### src/rtl/fetch_queue.sv
// Instruction prefetch queue: owns the fetch PC, buffers ROM words with their PC+4 for decode.
// Optional build macro FETCHQ_BYPASS_EN lets a ROM word reach the outputs directly when the queue is empty.
module fetch_queue #(
  parameter int unsigned DEPTH    = 4,
  parameter logic [31:0] RESET_PC = 32'h00400000
) (
  input  logic                     clk,
  input  logic                     reset,
  output logic [31:0]              imem_addr,
  input  logic [31:0]              imem_rdata,
  input  logic                     redirect_valid,
  input  logic [31:0]              redirect_pc,
  input  logic                     deq_ready,
  output logic                     out_valid,
  output logic [31:0]              out_instruction,
  output logic [31:0]              out_pc_4,
  output logic [$clog2(DEPTH):0]   count,
  output logic                     full,
  output logic                     empty
);

  localparam int unsigned PTR_W   = $clog2(DEPTH);
  localparam int unsigned CNT_W   = PTR_W + 1;
  localparam logic [31:0] PC_STEP = 32'd4;

  typedef struct packed {
    logic [31:0] instruction;
    logic [31:0] pc_4;
  } entry_t;

  entry_t             mem [DEPTH];
  logic [PTR_W-1:0]   rd_ptr;
  logic [PTR_W-1:0]   wr_ptr;
  logic [CNT_W-1:0]   cnt_q;
  logic [31:0]        fetch_pc;

  entry_t fetched;
  entry_t head;
  logic   head_valid;
  logic   bypass;
  logic   deq;
  logic   enq;
  logic   push;
  logic   pop;

  // Handshake decode; in bypass mode a word consumed straight from the ROM never touches storage.
  always_comb begin
    fetched    = '{instruction: imem_rdata, pc_4: fetch_pc + PC_STEP};
    head       = mem[rd_ptr];
    head_valid = (cnt_q != '0);
    bypass     = 1'b0;
`ifdef FETCHQ_BYPASS_EN
    bypass = (cnt_q == '0) & ~redirect_valid;
    if (bypass) begin
      head_valid = 1'b1;
      head       = fetched;
    end
`endif
    deq  = head_valid & deq_ready & ~redirect_valid;
    enq  = ~redirect_valid & (~full | deq);
    push = enq & ~(bypass & deq);
    pop  = deq & ~bypass;
  end

  always_ff @(posedge clk) begin
    if (reset) begin
      fetch_pc <= RESET_PC;
      rd_ptr   <= '0;
      wr_ptr   <= '0;
      cnt_q    <= '0;
      for (int unsigned i = 0; i < DEPTH; i++) begin
        mem[PTR_W'(i)] <= '0;
      end
    end else if (redirect_valid) begin
      fetch_pc <= redirect_pc;
      rd_ptr   <= '0;
      wr_ptr   <= '0;
      cnt_q    <= '0;
    end else begin
      if (enq) begin
        fetch_pc <= fetch_pc + PC_STEP;
      end
      if (push) begin
        mem[wr_ptr] <= fetched;
        wr_ptr      <= wr_ptr + PTR_W'(1);
      end
      if (pop) begin
        rd_ptr <= rd_ptr + PTR_W'(1);
      end
      if (push && !pop) begin
        cnt_q <= cnt_q + CNT_W'(1);
      end else if (pop && !push) begin
        cnt_q <= cnt_q - CNT_W'(1);
      end
    end
  end

  assign imem_addr       = fetch_pc;
  assign out_valid       = head_valid;
  assign out_instruction = head.instruction;
  assign out_pc_4        = head.pc_4;
  assign count           = cnt_q;
  assign full            = (cnt_q == CNT_W'(DEPTH));
  assign empty           = (cnt_q == '0);

endmodule

### config.mk
export PLATFORM = sky130hd
export DESIGN_NAME = fetch_queue
export DESIGN_NICKNAME = d
export VERILOG_FILES = /design/src/rtl/fetch_queue.sv
export SDC_FILE = /design/constraint.sdc
export NUM_CORES = 1
export LEC_CHECK = 0
export ABC_AREA = 1
export BUFFER_PORTS_ARGS = -buffer_cell sky130_fd_sc_hd__clkbuf_2
export CORE_MARGIN = 4
export CORE_UTILIZATION = 50
export DETAILED_ROUTE_END_ITERATION = 6
export GPL_TIMING_DRIVEN = 0
export PLACE_DENSITY = 0.71
export SETUP_SLACK_MARGIN = 0.2
export SYNTH_ARGS = -nofsm -noshare
export SYNTH_HDL_FRONTEND = slang
export SYNTH_SLANG_ARGS = --single-unit
### constraint.sdc
create_clock -name clk -period 7.85 [get_ports clk]
set_clock_uncertainty 0.05 [all_clocks]
set_input_delay 1.1775 -clock clk [delete_from_list [all_inputs] [get_ports clk]]
set_output_delay 1.1775 -clock clk [all_outputs]
set_load 0.005 [all_outputs]
==> results.toml <==
[final_layout]
mostFrequentLayoutCells = "410 x nor2_1, 256 x edfxtp_1, 169 x clkbuf_2"
final_common_cell = "nor2_1"
register_area_um2 = 8508
n_fill_cell = 2263
drive_above_1_share_pct = 17.26
final_cell_count_no_fill = 1969
syn_to_final_growth_pct = 17.30
multiInputGateArea_um2 = 4063
final_nets = 1681
n_antenna_cell = 0

[power_and_ir_drop]
p_leak_uw = 0.006404
vdd_drop_max_mv = 0.1324
power_density_nw_per_um2 = 216.5

[timing]
fmax_mhz = 259.5
slew_headroom_pct = 32.54
tightest_slew_ns = 1.012
finalCriticalPeriod_ns = 3.853
timing.final.crit_share_pct = 49.09
rsz0062_at_grt = "no"
hold_violations = 0
setup_ws_ns = 3.997
slew_viol_final = 0
setup_viol = 0

[clock_network]
htree_num_levels = 1
cts_root_buf = "clkbuf_16"
clock_latency_ns = 0.55
cts_setup_buffers = 0
clkTransAtPathRegs_ns = 0.06
cts_buffer_depth = 3
ctsHoldBuffers = 0
clkSinkCount = 297
cts_buffers = 30
cts_tree = "built"
cts_resized = 0

[global_routing]
grt_pass1_vias = 10466
grt_start_max_net_pins = 61
grt_pass1_wl_um = 57000
track_usage_pct = 24.78
antenna_found_initial = 0
grt.overflow.total = 0

[routing]
via_count = 10739
drtIter0Drc = 1152
wl_met2_um = 17430
drt_wl_total_um = 37060
met1_length_um = 15320
ant_nets = 0
wl_met3_um = 3301
wl_per_cell_um = 18.82
drc = 0
top_layer_used = "met4"
vias_per_cell = 5.454
dr.pass1.iters = 7

[job]
maxCapViolCount = 0

[synth]
syn-num-nets = 1474
netlist_area_um2 = 13480
syn_area_per_cell_um2 = 9.608
syn_inst = 1403
ys_types = 37
ys_ff_latch = 297
synth-seq-area-share_pct = 63.11
yosysWarnings = 0

[worst_setup_path]
worstSetupPathType = "reg -> out"
setup.worst_path.start_class = "flip-flop"
arrival_ns = 2.63
cp.required_ns = 6.62
cp-end-kind = "output port"
cp_max_fo = 10

[run_status]
status = "finished clean"

[die]
die_w_um = 172.2
core-area_um2 = 26280
initial_core_util_pct = 51.29
io_pins = 170
rows = 59
dieArea_um2 = 29650
die_h_um = 172.2

[place]
post-place-ws_ns = 4.321
dp.cells = 1913
numPortBuffers = 169
dp_hpwl_um = 25070
gp_congestion = 0.9390

[worst_hold_path]
hp-class = "reg -> reg"
flip-flops by register name, indices dropped and copies added, names as in the netlist, named ones only:
signal / flops
mem: 256
imem_addr: 32
count: 3
rd_ptr: 2
wr_ptr: 2
path summary, 6_finish.rpt:
path / start / endpoint / slack, ns / cells past startpoint
setup reg to reg: count[0] / mem[2][30] / 5.34 / 8
setup / recovery: flip-flop / out_pc_4[17] / 4.00 / 5
hold / removal: rd_ptr[1] / flip-flop / 0.45 / 2
hold reg to reg: rd_ptr[1] / flip-flop / 0.45 / 2
through the flow:
stage | area [um2] | hold slack (ns) | TNS (ns) | total power, uW | utilization, %
after floorplan | 13480 | 0.3856 | 0 | 2017 | -
after global placement | 14750 | 0.3995 | -193.13 | 2155 | 56.11
final | 15810 | 0.4486 | 0 | 3424 | 60.17
after CTS | 15810 | 0.4503 | 0 | 3435 | 60.17
after detailed placement | 14930 | 0.4111 | 0 | 2163 | 56.81
after global routing | 15810 | 0.4834 | 0 | 3537 | 60.17
logic make-up after synthesis:
family	Yosys count	share of synthesized area (%)
AOI/OAI and AO/OA	265	10.85
buffers and inverters	222	6.998
DFF	297	63.11
and+or+nand+nor	607	18.12
adders and majority gates	3	0.3341
xor gates and xnor gates	9	0.5847
worst max-delay path: stages, from the launching register on:
cell      delay, ns
dfxtp_1        0.37
clkbuf_1       0.56
clkbuf_1       0.44
o21ai_0        0.18
o22ai_1        0.33
clkbuf_2       0.18
per-layer routing:
metal | track usage [%] | vias up
li1 | - | 5119
met3 | 3.749 | 71
met4 | 6.767 | 0
met5 | 0 | -
met2 | 41.02 | 496
met1 | 34.52 | 5053
synth_stat cells:
master	count	share of area, %
a21boi_0	1	0.056
a21oi_1	25	0.93
a22oi_1	15	0.84
a31oi_1	3	0.14
buf_2	13	0.48
buf_4	9	0.50
buf_6	8	0.67
clkbuf_1	46	1.3
clkinv_1	1	0.028
dfxtp_1	41	6.1
edfxtp_1	256	57
fa_1	1	0.15
ha_1	2	0.19
inv_1	142	4.0
inv_2	3	0.084
nand2_1	137	3.8
nand2_2	14	0.65
nand2_4	1	0.084
nand3_1	25	0.93
nand3_2	3	0.22
nand3b_1	1	0.056
nand4_1	2	0.093
nor2_1	410	11
nor2_2	6	0.28
nor2_4	4	0.33
nor3_1	2	0.074
nor3_4	1	0.12
o211ai_1	1	0.056
o21a_1	1	0.056
o21ai_0	148	5.5
o21ai_1	5	0.19
o21ai_2	1	0.065
o221ai_1	1	0.065
o22ai_1	64	3.0
or2_2	1	0.046
xnor2_1	4	0.26
xor2_1	5	0.32
area by class of cell:
cell class / instances / share of cell area [%]
Multi-Input combinational cell: 884 / 25.69
Clock buffer: 37 / 4.977
Buffer: 76 / 2.500
Clock inverter: 19 / 0.6093
Sequential cell: 297 / 53.81
Inverter: 146 / 3.466
Timing Repair Buffer: 175 / 6.298
Tap cell: 335 / 2.651
report_power, final:
| part | internal (uW) | switching [uW] |
|---|---|---|
| combinational | 104 | 196 |
| clock | 708 | 585 |
| sequential | 1800 | 35.4 |
Note: power is estimated with default switching activity, not from simulation.
